<file path="config.mk">
export PLATFORM = sky130hd
export DESIGN_NAME = rab_uart
export DESIGN_NICKNAME = d
export VERILOG_FILES = /design/src/rtl/rab_uart_pkg.sv /design/src/rtl/rab_uart_sync_fifo.sv /design/src/rtl/rab_uart.sv
export SDC_FILE = /design/constraint.sdc
export NUM_CORES = 1
export LEC_CHECK = 0
export BUFFER_PORTS_ARGS = -buffer_cell sky130_fd_sc_hd__buf_2
export CAP_MARGIN = 10
export CORE_AREA = 2 2 120 239
export CTS_BUF_LIST = sky130_fd_sc_hd__clkbuf_4 sky130_fd_sc_hd__clkbuf_8
export DETAILED_ROUTE_END_ITERATION = 6
export DIE_AREA = 0 0 122 241
export GPL_TIMING_DRIVEN = 0
export PLACE_DENSITY = 0.42
export SYNTH_ARGS = -nofsm -noshare
export SYNTH_HDL_FRONTEND = slang
export SYNTH_SLANG_ARGS = --single-unit
</file>
<file path="constraint.sdc">
create_clock -name sys_clk -period 7.7 [get_ports sys_clk]
set_input_delay 0.77 -clock sys_clk [delete_from_list [all_inputs] [get_ports sys_clk]]
set_output_delay 0.77 -clock sys_clk [all_outputs]
set_load 0.05 [all_outputs]
</file>
<file path="src/rtl/rab_uart_pkg.sv">
// Shared RAB and UART constants: bus widths, register offsets, STATUS bit
// positions and the TX/RX state encodings.
package rab_uart_pkg;

  localparam int RAB_ADDR_WIDTH = 8;
  localparam int RAB_DATA_WIDTH = 8;

  localparam logic [2:0] REG_DATA   = 3'd0;
  localparam logic [2:0] REG_STATUS = 3'd1;
  localparam logic [2:0] REG_DIV_LO = 3'd2;
  localparam logic [2:0] REG_DIV_HI = 3'd3;
  localparam logic [2:0] REG_CTRL   = 3'd4;

  localparam int ST_RX_NEMPTY  = 0;
  localparam int ST_RX_FULL    = 1;
  localparam int ST_TX_BUSY    = 2;
  localparam int ST_HOLD_FULL  = 3;
  localparam int ST_OVERRUN    = 4;
  localparam int ST_FRAME_ERR  = 5;

  typedef enum logic [1:0] {TX_IDLE, TX_START, TX_DATA, TX_STOP} tx_state_e;
  typedef enum logic [1:0] {RX_IDLE, RX_START, RX_DATA, RX_STOP} rx_state_e;

endpackage

</file>
<file path="src/rtl/rab_uart_sync_fifo.sv">
// Byte-wide synchronous FIFO for received UART data; a push into a full FIFO
// succeeds only when a pop happens in the same cycle.
module uart_sync_fifo #(
  parameter int DEPTH = 4
) (
  input  logic       clk,
  input  logic       rst,
  input  logic       push,
  input  logic [7:0] din,
  input  logic       pop,
  output logic [7:0] dout,
  output logic       full,
  output logic       empty
);

  localparam int AW = $clog2(DEPTH);
  localparam logic [AW:0] PTR_ONE = {{AW{1'b0}}, 1'b1};

  logic [7:0]  mem_q [DEPTH];
  logic [AW:0] wr_ptr_q, wr_ptr_d;
  logic [AW:0] rd_ptr_q, rd_ptr_d;
  logic        do_push, do_pop;

  assign empty   = (wr_ptr_q == rd_ptr_q);
  assign full    = (wr_ptr_q[AW-1:0] == rd_ptr_q[AW-1:0]) && (wr_ptr_q[AW] != rd_ptr_q[AW]);
  assign do_pop  = pop && !empty;
  assign do_push = push && (!full || pop);
  assign dout    = mem_q[rd_ptr_q[AW-1:0]];

  // NOTE: every always_comb output gets a default first, so no path can infer a latch.
  always_comb begin
    wr_ptr_d = wr_ptr_q;
    rd_ptr_d = rd_ptr_q;
    if (do_push) wr_ptr_d = wr_ptr_q + PTR_ONE;
    if (do_pop)  rd_ptr_d = rd_ptr_q + PTR_ONE;
  end

  // NOTE: sequential state uses non-blocking assignment so all flops update together.
  always_ff @(posedge clk) begin
    if (rst) begin
      wr_ptr_q <= '0;
      rd_ptr_q <= '0;
    end else begin
      wr_ptr_q <= wr_ptr_d;
      rd_ptr_q <= rd_ptr_d;
    end
  end

  // NOTE: storage is not reset; the pointers alone define which entries are valid.
  always_ff @(posedge clk) begin
    if (do_push) mem_q[wr_ptr_q[AW-1:0]] <= din;
  end

endmodule

</file>
<file path="src/rtl/rab_uart.sv">
// RAB-mapped 8N1 UART: register decode and ack, TX holding register plus
// shifter, RX sampler feeding a small FIFO, sticky error flags and an IRQ.
module rab_uart
  import rab_uart_pkg::*;
#(
  parameter int          RX_FIFO_DEPTH = 4,
  parameter logic [15:0] DIV_RESET     = 16'd433
) (
  input  logic                      sys_clk,
  input  logic                      sys_rst,
  input  logic [4:0]                baseaddr,
  input  logic                      rab_write,
  input  logic                      rab_read,
  input  logic [RAB_ADDR_WIDTH-1:0] rab_addr,
  input  logic [RAB_DATA_WIDTH-1:0] rab_wdata,
  output logic                      rab_ack,
  output logic [RAB_DATA_WIDTH-1:0] rab_rdata,
  input  logic                      uart_rxd,
  output logic                      uart_txd,
  output logic                      uart_irq
);

  logic        ack_q, ack_d;
  logic [7:0]  rdata_q, rdata_d;
  logic [15:0] div_q, div_d;
  logic [2:0]  ctrl_q, ctrl_d;
  logic [7:0]  hold_q, hold_d;
  logic        hold_full_q, hold_full_d;
  logic        overrun_q, overrun_d;
  logic        frame_err_q, frame_err_d;
  logic        irq_q, irq_d;
  tx_state_e   tx_state_q, tx_state_d;
  logic [15:0] tx_cnt_q, tx_cnt_d;
  logic [2:0]  tx_bit_q, tx_bit_d;
  logic [7:0]  tx_shift_q, tx_shift_d;
  rx_state_e   rx_state_q, rx_state_d;
  logic [15:0] rx_cnt_q, rx_cnt_d;
  logic [2:0]  rx_bit_q, rx_bit_d;
  logic [7:0]  rx_shift_q, rx_shift_d;
  logic [2:0]  rx_sync_q, rx_sync_d;

  logic        acc, wr, rd, fifo_push, fifo_pop, fifo_full, fifo_empty, rx_line, rx_fall;
  logic [2:0]  off;
  logic [7:0]  fifo_dout, status;
  logic [15:0] div_eff, half;

  uart_sync_fifo #(.DEPTH(RX_FIFO_DEPTH)) u_rx_fifo (
    .clk(sys_clk), .rst(sys_rst), .push(fifo_push), .din(rx_shift_q),
    .pop(fifo_pop), .dout(fifo_dout), .full(fifo_full), .empty(fifo_empty)
  );

  // A request is serviced once; the held request in the ack cycle is ignored.
  assign acc      = (rab_addr[7:3] == baseaddr) && (rab_write || rab_read) && !ack_q;
  assign wr       = acc && rab_write;
  assign rd       = acc && rab_read;
  assign off      = rab_addr[2:0];
  assign fifo_pop = rd && (off == REG_DATA) && !fifo_empty;
  assign div_eff  = (div_q < 16'd3) ? 16'd3 : div_q;
  assign half     = {1'b0, div_eff[15:1]} + {15'd0, div_eff[0]};
  assign rx_line  = rx_sync_q[1];
  assign rx_fall  = rx_sync_q[2] && !rx_sync_q[1];

  assign uart_txd  = (tx_state_q == TX_START) ? 1'b0 :
                     (tx_state_q == TX_DATA)  ? tx_shift_q[0] : 1'b1;
  assign rab_ack   = ack_q;
  assign rab_rdata = rdata_q;
  assign uart_irq  = irq_q;

  always_comb begin
    status               = '0;
    status[ST_RX_NEMPTY] = !fifo_empty;
    status[ST_RX_FULL]   = fifo_full;
    status[ST_TX_BUSY]   = (tx_state_q != TX_IDLE);
    status[ST_HOLD_FULL] = hold_full_q;
    status[ST_OVERRUN]   = overrun_q;
    status[ST_FRAME_ERR] = frame_err_q;
  end

  always_comb begin
    ack_d       = acc;
    rdata_d     = '0;
    div_d       = div_q;
    ctrl_d      = ctrl_q;
    hold_d      = hold_q;
    hold_full_d = hold_full_q;
    overrun_d   = overrun_q;
    frame_err_d = frame_err_q;
    tx_state_d  = tx_state_q;
    tx_cnt_d    = tx_cnt_q;
    tx_bit_d    = tx_bit_q;
    tx_shift_d  = tx_shift_q;
    rx_state_d  = rx_state_q;
    rx_cnt_d    = rx_cnt_q;
    rx_bit_d    = rx_bit_q;
    rx_shift_d  = rx_shift_q;
    rx_sync_d   = {rx_sync_q[1:0], ctrl_q[2] ? uart_txd : uart_rxd};
    fifo_push   = 1'b0;
    irq_d       = !fifo_empty || overrun_q;

    if (rd) begin
      case (off)
        REG_DATA:   rdata_d = fifo_empty ? 8'h00 : fifo_dout;
        REG_STATUS: rdata_d = status;
        REG_DIV_LO: rdata_d = div_q[7:0];
        REG_DIV_HI: rdata_d = div_q[15:8];
        REG_CTRL:   rdata_d = {5'd0, ctrl_q};
        default:    rdata_d = 8'h00;
      endcase
    end

    if (wr) begin
      case (off)
        REG_DATA: if (!hold_full_q) begin
          hold_d      = rab_wdata;
          hold_full_d = 1'b1;
        end
        REG_STATUS: begin
          if (rab_wdata[ST_OVERRUN])   overrun_d   = 1'b0;
          if (rab_wdata[ST_FRAME_ERR]) frame_err_d = 1'b0;
        end
        REG_DIV_LO: div_d[7:0]  = rab_wdata;
        REG_DIV_HI: div_d[15:8] = rab_wdata;
        REG_CTRL:   ctrl_d      = rab_wdata[2:0];
        default: ;
      endcase
    end

    // TX: each state spans div_eff+1 cycles; STOP chains straight into START.
    case (tx_state_q)
      TX_IDLE: if (hold_full_q && ctrl_q[0]) begin
        tx_shift_d = hold_q; hold_full_d = 1'b0; tx_cnt_d = '0; tx_state_d = TX_START;
      end
      TX_START: if (tx_cnt_q >= div_eff) begin
        tx_cnt_d = '0; tx_bit_d = '0; tx_state_d = TX_DATA;
      end else tx_cnt_d = tx_cnt_q + 16'd1;
      TX_DATA: if (tx_cnt_q >= div_eff) begin
        tx_cnt_d   = '0;
        tx_shift_d = {1'b0, tx_shift_q[7:1]};
        tx_bit_d   = tx_bit_q + 3'd1;
        if (tx_bit_q == 3'd7) tx_state_d = TX_STOP;
      end else tx_cnt_d = tx_cnt_q + 16'd1;
      TX_STOP: if (tx_cnt_q >= div_eff) begin
        tx_cnt_d = '0;
        if (hold_full_q && ctrl_q[0]) begin
          tx_shift_d = hold_q; hold_full_d = 1'b0; tx_state_d = TX_START;
        end else tx_state_d = TX_IDLE;
      end else tx_cnt_d = tx_cnt_q + 16'd1;
      default: tx_state_d = TX_IDLE;
    endcase

    // RX: error flags are set after the register write so a set beats a clear.
    case (rx_state_q)
      RX_IDLE: if (ctrl_q[1] && rx_fall) begin
        rx_cnt_d = '0; rx_state_d = RX_START;
      end
      RX_START: if (rx_cnt_q >= half) begin
        rx_cnt_d = '0; rx_bit_d = '0;
        rx_state_d = rx_line ? RX_IDLE : RX_DATA;
      end else rx_cnt_d = rx_cnt_q + 16'd1;
      RX_DATA: if (rx_cnt_q >= div_eff) begin
        rx_cnt_d   = '0;
        rx_shift_d = {rx_line, rx_shift_q[7:1]};
        rx_bit_d   = rx_bit_q + 3'd1;
        if (rx_bit_q == 3'd7) rx_state_d = RX_STOP;
      end else rx_cnt_d = rx_cnt_q + 16'd1;
      RX_STOP: if (rx_cnt_q >= div_eff) begin
        rx_cnt_d   = '0;
        rx_state_d = RX_IDLE;
        if (!rx_line)                    frame_err_d = 1'b1;
        else if (fifo_full && !fifo_pop) overrun_d   = 1'b1;
        else                             fifo_push   = 1'b1;
      end else rx_cnt_d = rx_cnt_q + 16'd1;
      default: rx_state_d = RX_IDLE;
    endcase
  end

  always_ff @(posedge sys_clk) begin
    if (sys_rst) begin
      ack_q       <= 1'b0;
      rdata_q     <= '0;
      div_q       <= DIV_RESET;
      ctrl_q      <= 3'b011;
      hold_q      <= '0;
      hold_full_q <= 1'b0;
      overrun_q   <= 1'b0;
      frame_err_q <= 1'b0;
      irq_q       <= 1'b0;
      tx_state_q  <= TX_IDLE;
      tx_cnt_q    <= '0;
      tx_bit_q    <= '0;
      tx_shift_q  <= '0;
      rx_state_q  <= RX_IDLE;
      rx_cnt_q    <= '0;
      rx_bit_q    <= '0;
      rx_shift_q  <= '0;
      rx_sync_q   <= 3'b111;
    end else begin
      ack_q       <= ack_d;
      rdata_q     <= rdata_d;
      div_q       <= div_d;
      ctrl_q      <= ctrl_d;
      hold_q      <= hold_d;
      hold_full_q <= hold_full_d;
      overrun_q   <= overrun_d;
      frame_err_q <= frame_err_d;
      irq_q       <= irq_d;
      tx_state_q  <= tx_state_d;
      tx_cnt_q    <= tx_cnt_d;
      tx_bit_q    <= tx_bit_d;
      tx_shift_q  <= tx_shift_d;
      rx_state_q  <= rx_state_d;
      rx_cnt_q    <= rx_cnt_d;
      rx_bit_q    <= rx_bit_d;
      rx_shift_q  <= rx_shift_d;
      rx_sync_q   <= rx_sync_d;
    end
  end

endmodule

</file>
==> Implementation_results.wiki, run 1 <==
{| class="wikitable"
! Metric !! Value
|-
| Lkg Pwr || 3.26 nW
|-
| Number of remaining DRC errors || 0
|-
| Max-slew violation count || 0
|-
| First-pass GRT wire length || around 35,000 um
|-
| Number of synthesized register bits || 141
|-
| Number of core rows || 86
|-
| PnR worst setup slack || 3.28 ns
|-
| Power density relative to cell area || 171 nW/um2
|-
| Number of endpoints with negative hold slack in the final report || 0
|-
| Number of port buffers || 35
|-
| Number of unique standard cell types used by synthesis || 62
|-
| Launch point of the worst path || div_q[12]
|-
| Core Box Area || 27,400 um2
|-
| Number of nets with antenna violations after detailed routing || 0
|-
| Total via count after detailed routing || 5,999
|-
| Number of global-route vias before repair || approximately 6.3k
|-
| Post-synthesis sequential area ratio || 41.3%
|-
| Initial core utilization || between 20% and 30%
|-
| H-tree Lvls || 4
|-
| Minimum setup slack after placement || 3.28 ns
|-
| Antenna violations before repair || 1
|-
| Worst-case reg-to-reg path depth || 19
|-
| Critical path class || flop to flop
|-
| Drt via density || about 5
|-
| Global-route usage over all layers || 16.4%
|-
| Starting DRT DRC Count || around 160
|-
| Reg2reg end || rx_cnt_q[13]
|-
| Prevailing post-synth register cell || dfxtp_1
|-
| Crit path launch type || flop
|-
| Setup fix buffers added after clock tree synthesis || 0
|-
| TritonCTS Sinks || 141
|-
| RSZ-0062 raised after global routing || no
|-
| Capture point of the worst path || rx_cnt_q[13]
|-
| Final weighted congestion in routability-driven placement || between 0.7 and 0.8
|-
| Proportion of layout cells with a drive suffix above 1 || 11.1%
|-
| Post-synthesis to final-layout area growth || 13.2%
|-
| Fraction of synthesized cell area in xor and xnor cells || 4.02%
|-
| Final Routed Wirelength || 22,900 um
|-
| TritonCTS clock tree || built
|-
| Number of buffers created by CTS || 17
|-
| Synthesized-area fraction occupied by and/or/nand/nor cells || 19.6%
|-
| Synthesis warning total || 0
|-
| Async set-reset flop share out of synthesis || 0%
|-
| Portion of netlist area occupied by mux cells || 7.10%
|-
| Post-synthesis share of cell area spent on full adders, half adders and majority gates || 11.0%
|-
| Min-delay worst type || flop to flop
|-
| Mapped Area || 7620 um2
|-
| Io pins || 37
|-
| Highest ir drop seen on vdd || 0.000117 V
|-
| Maximum number of pins on one net before global-route repair || 17
|-
| Finish-stage setup viols || 0
|-
| Horizontal die dimension || ~120 um
|-
| Setup slack, reg-to-reg || 3.28 ns
|-
| Max Buffers Root-to-Sink || 2
|-
| Sum of overflow across all layers after global routing || 0
|-
| Main combinational cell family by area after synthesis || simple AND/OR/NAND/NOR gates
|-
| Hold buffers post-CTS || 0
|-
| Final setup TNS || 0 ns
|-
| Total die area || 29,400 um2
|-
| Number of detailed-routing iterations run before antenna repair || 5
|-
| Number of enable flip-flop cells after synthesis || 32
|-
| Max-slew headroom || 49.9%
|-
| Synth Area in Compound Gates || 13.1%
|-
| Library cell used as clock root buffer || clkbuf_8
|-
| F_max || 0.226 GHz
|-
| Reg-to-reg startpoint || div_q[12]
|-
| Synthesized area divided by synthesized cell count || 9.42 um2
|-
| Final Skew || 0.0165 ns
|-
| Layout Nets || 956
|-
| Max FO, Critical Path || 10
|-
| Worst path required time || 8.05 ns
|-
| Clock latency on the worst-skew pair || 0.47 ns
|-
| Die height || 241 um
|-
| Endpoint class of the critical path || flop
|-
| Clock transition at the registers of the reported paths || 0.09 ns
|-
| Max-cap violations || 0
|-
| Fin crit share || 57.4%
|-
| Number of cells upsized or downsized after cts || 0
|-
| Number of instances in the synthesized netlist || 809
|-
| Critical Path AT || 4.77 ns
|-
| Number of nets produced by synthesis || 902
|-
| Wire length per cell || roughly 19 um
|-
| Detailed placer's ending HPWL || 17,900 um
|-
| Outcome || finished clean
|-
| Least-Margin Pin Slew || 0.752 ns
|-
| Post-layout min period || 4.42 ns
|}
[through the flow]
stage	hold WS (ns)	utilization (%)	area, um2	std cells	power, mW
after floorplan	0.389	-	7620	809	0.848
after global placement	0.439	30.0	8230	1196	0.893
after detailed placement	0.445	30.0	8230	1196	0.893
after CTS	0.459	31.4	8620	1228	1.50
after global routing	0.489	31.4	8620	1229	1.53
final	0.453	31.4	8620	1229	1.47
[kinds of logic (layout without fill, tap and decap cells)]
kind of cell               Yosys count  count (layout)
AOI/OAI and AO/OA                  156             156
other                                0               1
xor gates and xnor gates            35              35
adders and majority gates           67              67
and+or+nand+nor                    291             291
muxes                               44              44
buffers and inverters               75             142
DFF                                141             141
[placed cells by master (no fill, tap or decap), drive strengths merged, types with 36 or more instances in the layout]
cell type,instances
ha,67
nor2,78
dfxtp,109
nand2,62
o21ai,41
buf,44
clkbuf,41
mux2i,36
a21oi,48
inv,50
[flip-flops by register name (all words and copies together) (netlist names), 2 cells and up, named ones only]
| name | cells |
|---|---|
| tx_bit_q | 3 |
| tx_cnt_q | 16 |
| u_rx_fifo.mem_q | 32 |
| rx_cnt_q | 16 |
| div_q | 16 |
| ctrl_q | 3 |
| u_rx_fifo.rd_ptr_q | 3 |
| rx_shift_q | 8 |
| rx_sync_q | 3 |
| tx_shift_q | 8 |
| rab_rdata | 8 |
| u_rx_fifo.wr_ptr_q | 3 |
| rx_bit_q | 3 |
| hold_q | 8 |
| tx_state_q | 2 |
[final cells by class]
class                      count  area (um2)
inverter                      42         158
multi-input combinational    593        4170
buffer                        33         145
fill                        2951       18800
timing repair buffer          35         175
sequential                   141        3140
antenna                        1        2.50
tap                          352         440
clock buffer                  17         234
clock inverter                15         150
[worst max-delay path, cell delays in order (launching register included)]
cell and delay (ns):
dfxtp_1 0.30, clkbuf_1 0.23, nor4_1 0.28, nand4_1 0.15, nand2b_1 0.24, ha_1 0.24, ha_1 0.21, nand3_1 0.17
nor3_1 0.30, nand2_1 0.12, xnor2_1 0.16, ha_1 0.19, a211oi_1 0.25, o21ai_0 0.16, a221oi_1 0.25, o21ai_1 0.27
a21oi_2 0.29, buf_2 0.29, nand3_1 0.10, o311ai_0 0.11
[report_power, final]
group | internal [mW] | leakage [nW] | switching (mW)
sequential | 0.756 | 1.18 | 0.00472
combinational | 0.0353 | 1.89 | 0.0775
clock | 0.267 | 0.194 | 0.331
[worst min-delay path by stage]
stage / depth (start not counted) / slack (ns) / start / end
global placement: 2 / 0.44 / hold_q[3] / hold_q[3]
global route: 2 / 0.49 / hold_q[2] / hold_q[2]
floorplan: 1 / 0.39 / rx_sync_q[0] / rx_sync_q[1]
finish: 2 / 0.45 / hold_q[3] / hold_q[3]
CTS: 2 / 0.46 / hold_q[3] / hold_q[3]
detailed placement: 2 / 0.44 / hold_q[3] / hold_q[3]
[cell usage after synthesis (8+ instances only)]
library cell | instances | area share [%]
edfxtp_1 | 32 | 13
xnor2_1 | 26 | 3.0
inv_1 | 41 | 2.0
ha_1 | 67 | 11
nor2b_1 | 13 | 1.1
or3_1 | 13 | 1.1
mux2i_1 | 36 | 4.7
a211o_1 | 8 | 0.92
and3_1 | 14 | 1.1
nand2b_1 | 13 | 1.1
mux4_2 | 8 | 2.4
o21ai_1 | 10 | 0.66
clkbuf_1 | 24 | 1.2
nor2_1 | 77 | 3.8
nor3_1 | 12 | 0.79
a21o_1 | 11 | 1.1
o21ai_0 | 31 | 2.0
dfxtp_1 | 109 | 29
nand2_1 | 62 | 3.1
nand4_1 | 12 | 0.99
a21oi_1 | 47 | 3.1
xor2_1 | 9 | 1.0
a211oi_1 | 16 | 1.6
nor4_1 | 9 | 0.74
nand3_1 | 29 | 1.9
[layer usage]
layer | vias to the layer above | GRT usage (%) | part of all wire, % | routed length [um]
met1 | 2871 | 14.3 | 34 | 7740
met2 | 78 | 34.6 | 61 | 14000
met5 | - | 0 | 0 | 0
met4 | 0 | 7.87 | 3.7 | 841
met3 | 32 | 2.20 | 1.6 | 357
li1 | 3018 | - | - | -
Note: power is estimated with default switching activity, not from simulation.
==> run 2, diff against run 1 <==
==> constraint.sdc (replaced) <==
create_clock -name sys_clk -period 4.6 [get_ports sys_clk]
set_input_delay 0.46 -clock sys_clk [delete_from_list [all_inputs] [get_ports sys_clk]]
set_output_delay 0.46 -clock sys_clk [all_outputs]
set_load 0.05 [all_outputs]
==> run 2 against run 1 <==
Count of clock-buffer cells in the layout unchanged. Sequential power rose by 67%. Critical path depth is 2 lower. Register-to-register slack got worse by 2.9 ns. Via count increased by 0.27%. Combinational power rose by 68%. Worst setup slack worse by 2.9 ns. Core utilization up 0.10 points. Clock power is 67% higher.
==> Implementation_results.wiki, run 2 (synthesis gave the netlist of run 1 again) <==
{| class="wikitable"
! Metric !! Value
|-
| Largest register FFs || 32 (unchanged)
|-
| H-tree Lvls || 4 (unchanged)
|-
| Fin crit share || 90.9% (+33 points)
|-
| Number of nets with antenna violations after detailed routing || 0 (unchanged)
|-
| Worst Hold Path Cells || 3 (+1)
|-
| Number of global-route vias before repair || 6,260 (unchanged)
|-
| Layout Nets || 956 (unchanged)
|-
| Antenna violations before repair || 1 (unchanged)
|-
| Number of remaining DRC errors || 0 (unchanged)
|-
| Initial core utilization || 27.8% (unchanged)
|-
| Sum of overflow across all layers after global routing || 0 (unchanged)
|-
| Most frequent standard cell in the layout excluding fill and tap cells || dfxtp_1
|-
| Wl on met1 || 7790 um (+0.74%)
|-
| Worst-case reg-to-reg path depth || 17 (-2)
|-
| Launch instance of the worst min-delay path || rab_wdata[7]
|-
| Proportion of layout cells with a drive suffix above 1 || 11.5% (+0.46 points)
|-
| Commonest non-fill, non-tap cells in the layout || 109 x dfxtp_1, 76 x nor2_1, 67 x ha_1, 62 x nand2_1, 47 x a21oi_1
|-
| Destination of the worst hold path || hold_q[7]
|-
| Clock transition at the registers of the reported paths || 0.08 ns (about the same)
|-
| Number of detailed-routing iterations run before antenna repair || 5 (unchanged)
|-
| Cell with the largest stage delay on the worst path || dfxtp_1
|-
| Number of buffers created by CTS || 17 (unchanged)
|-
| Clock latency on the worst-skew pair || 0.47 ns (about the same)
|-
| Max FO, Critical Path || 10 (unchanged)
|-
| Max-cap violations || 0 (unchanged)
|-
| Top routing layer in use || met4
|-
| Number of cells upsized or downsized after cts || 0 (unchanged)
|-
| Starting DRT DRC Count || 168 (+3.1%)
|-
| Core Box Area || 27,400 um2 (unchanged)
|-
| RSZ-0062 raised after global routing || no
|-
| TritonCTS Sinks || 141 (unchanged)
|-
| Least-Margin Pin Slew || 0.776 ns (+0.0245 ns)
|-
| Most used cell along the critical path || ha_1
|-
| Power density relative to cell area || 284 nW/um2 (+67%)
|-
| Post-layout min period || 4.18 ns (-0.241 ns)
|-
| Total die area || 29,400 um2 (unchanged)
|-
| Max-slew violation count || 0 (unchanged)
|-
| TritonCTS clock tree || built
|-
| Detailed placer's ending HPWL || 17,900 um (unchanged)
|-
| Finish-stage setup viols || 0 (unchanged)
|-
| Horizontal die dimension || 122 um (unchanged)
|-
| Met2 WL || 13,900 um (-0.52%)
|-
| Reg-to-reg startpoint || div_q[6]
|-
| Wire length per cell || 18.7 um (+0.29%)
|-
| DP Area || 8230 um2 (unchanged)
|-
| Endpoint class of the critical path || flop
|-
| Maximum number of pins on one net before global-route repair || 17 (unchanged)
|-
| Highest ir drop seen on vdd || 0.000197 V (+68%)
|-
| First-pass GRT wire length || 35,200 um (unchanged)
|-
| Post-synthesis to final-layout area growth || 13.5%
|-
| Min-delay worst type || input pin to flop
|-
| Crit path launch type || flop
|-
| Die height || 241 um (unchanged)
|-
| Drt via density || 4.89 (+0.27%)
|-
| Hold buffers post-CTS || 0 (unchanged)
|-
| Number of port buffers || 35 (unchanged)
|-
| Final Routed Wirelength || 23,000 um (+0.29%)
|-
| Reg2reg end || rx_cnt_q[6]
|-
| Layout fillers || 2,943 (-0.27%)
|-
| Final setup TNS || 0 ns (unchanged)
|-
| Critical path class || flop to flop
|-
| F_max || 0.239 GHz (+5.8%)
|-
| Setup slack, reg-to-reg || 0.42 ns (-2.86 ns)
|-
| Critical Path AT || 4.57 ns (-0.20 ns)
|-
| Final Skew || 0.0159 ns (-0.000547 ns)
|-
| Global-route usage over all layers || 16.4% (unchanged)
|-
| Summed area of non-filler cells in the final layout || 8650 um2 (+0.33%)
|-
| Max-slew headroom || 48.3% (-1.6 points)
|-
| Outcome || finished clean
|-
| Multi-input gate area in the final layout || 4200 um2 (+0.63%)
|-
| Number of endpoints with negative hold slack in the final report || 0 (unchanged)
|-
| Ordered cell list for the critical path || nor4_1 -> nand4_1 -> nand2b_1 -> ha_1 -> ha_1 -> nand3_1 -> nor2_1 -> nand2_1 -> xnor2_1 -> ha_1 -> and3_1 -> a221oi_1 -> o21a_1 -> o21ai_2 -> a21o_1 -> or3_1 -> o21ai_1
|-
| Number of core rows || 86 (unchanged)
|-
| Max Buffers Root-to-Sink || 2 (unchanged)
|-
| Met3 WL post-DR || 436 um (+22%)
|-
| Max incr delay on CP || 0.39 ns (+0.09 ns)
|-
| Worst path required time || 4.99 ns (-3.06 ns)
|-
| Library cell used as clock root buffer || clkbuf_8
|-
| Io pins || 37 (unchanged)
|-
| Total via count after detailed routing || 6,015 (+0.27%)
|-
| Lkg Pwr || 3.27 nW (+0.37%)
|-
| FF/Latch Area || 3140 um2 (unchanged)
|-
| Setup fix buffers added after clock tree synthesis || 0 (unchanged)
|-
| Final weighted congestion in routability-driven placement || 0.796 (unchanged)
|}
run 2: layout make-up:
cell class              instances  share of cell area, %
diodes                          1                 0.0289
clock inverters                15                   1.74
clock buffers                  17                   2.71
multi-input cells             593                   48.5
flip-flops and latches        141                   36.3
well taps                     352                   5.09
plain buffers                  33                   1.71
repair buffers                 35                   2.03
inverters                      42                   1.82
run 2: per-stage QoR:
stage / hold WS (ns) / cells / utilization (%) / total power [mW] / worst slack [ns]
floorplan: 0.389 / 809 / - / 1.42 / 1.14
global placement: 0.439 / 1196 / 30.0 / 1.49 / 0.138
detailed placement: 0.445 / 1196 / 30.0 / 1.50 / 0.183
CTS: 0.249 / 1228 / 31.4 / 2.51 / 0.155
global route: 0.277 / 1229 / 31.5 / 2.56 / 0.0129
finish: 0.286 / 1229 / 31.5 / 2.46 / 0.418
run 2: routing by layer:
metal  vias up  global-route usage [%]
met5         -                       0
met4         0                    7.87
met3        33                    2.20
met2        85                    34.6
met1      2879                    14.3
li1       3018                       -
run 2: critical path: cells and delay by family, from the launching register on:
kind	cells	cell delay (ns)
xor gates and xnor gates	1	0.21
adders and majority gates	3	0.68
AOI/OAI and AO/OA	5	0.97
DFF	1	0.39
and+or+nand+nor	8	1.85
run 2: power breakdown:
part / leakage (nW) / total [mW] / switching, mW / internal, mW
Combinational: 1.90 / 0.190 / 0.131 / 0.0597
Sequential: 1.18 / 1.27 / 0.00783 / 1.26
Clock: 0.194 / 0.997 / 0.551 / 0.446
Total: 3.27 / 2.46 / 0.690 / 1.77
run 2: worst max path at each step:
stage	start	to	slack, ns	depth (start not counted)
after floorplan	div_q[12]	rx_cnt_q[12]	1.14	18
after global placement	div_q[6]	rx_cnt_q[13]	0.14	17
after detailed placement	div_q[12]	rx_cnt_q[13]	0.18	19
after CTS	div_q[12]	rx_cnt_q[13]	0.15	19
after global routing	div_q[6]	rx_cnt_q[13]	0.01	18
final	div_q[6]	rx_cnt_q[6]	0.42	17
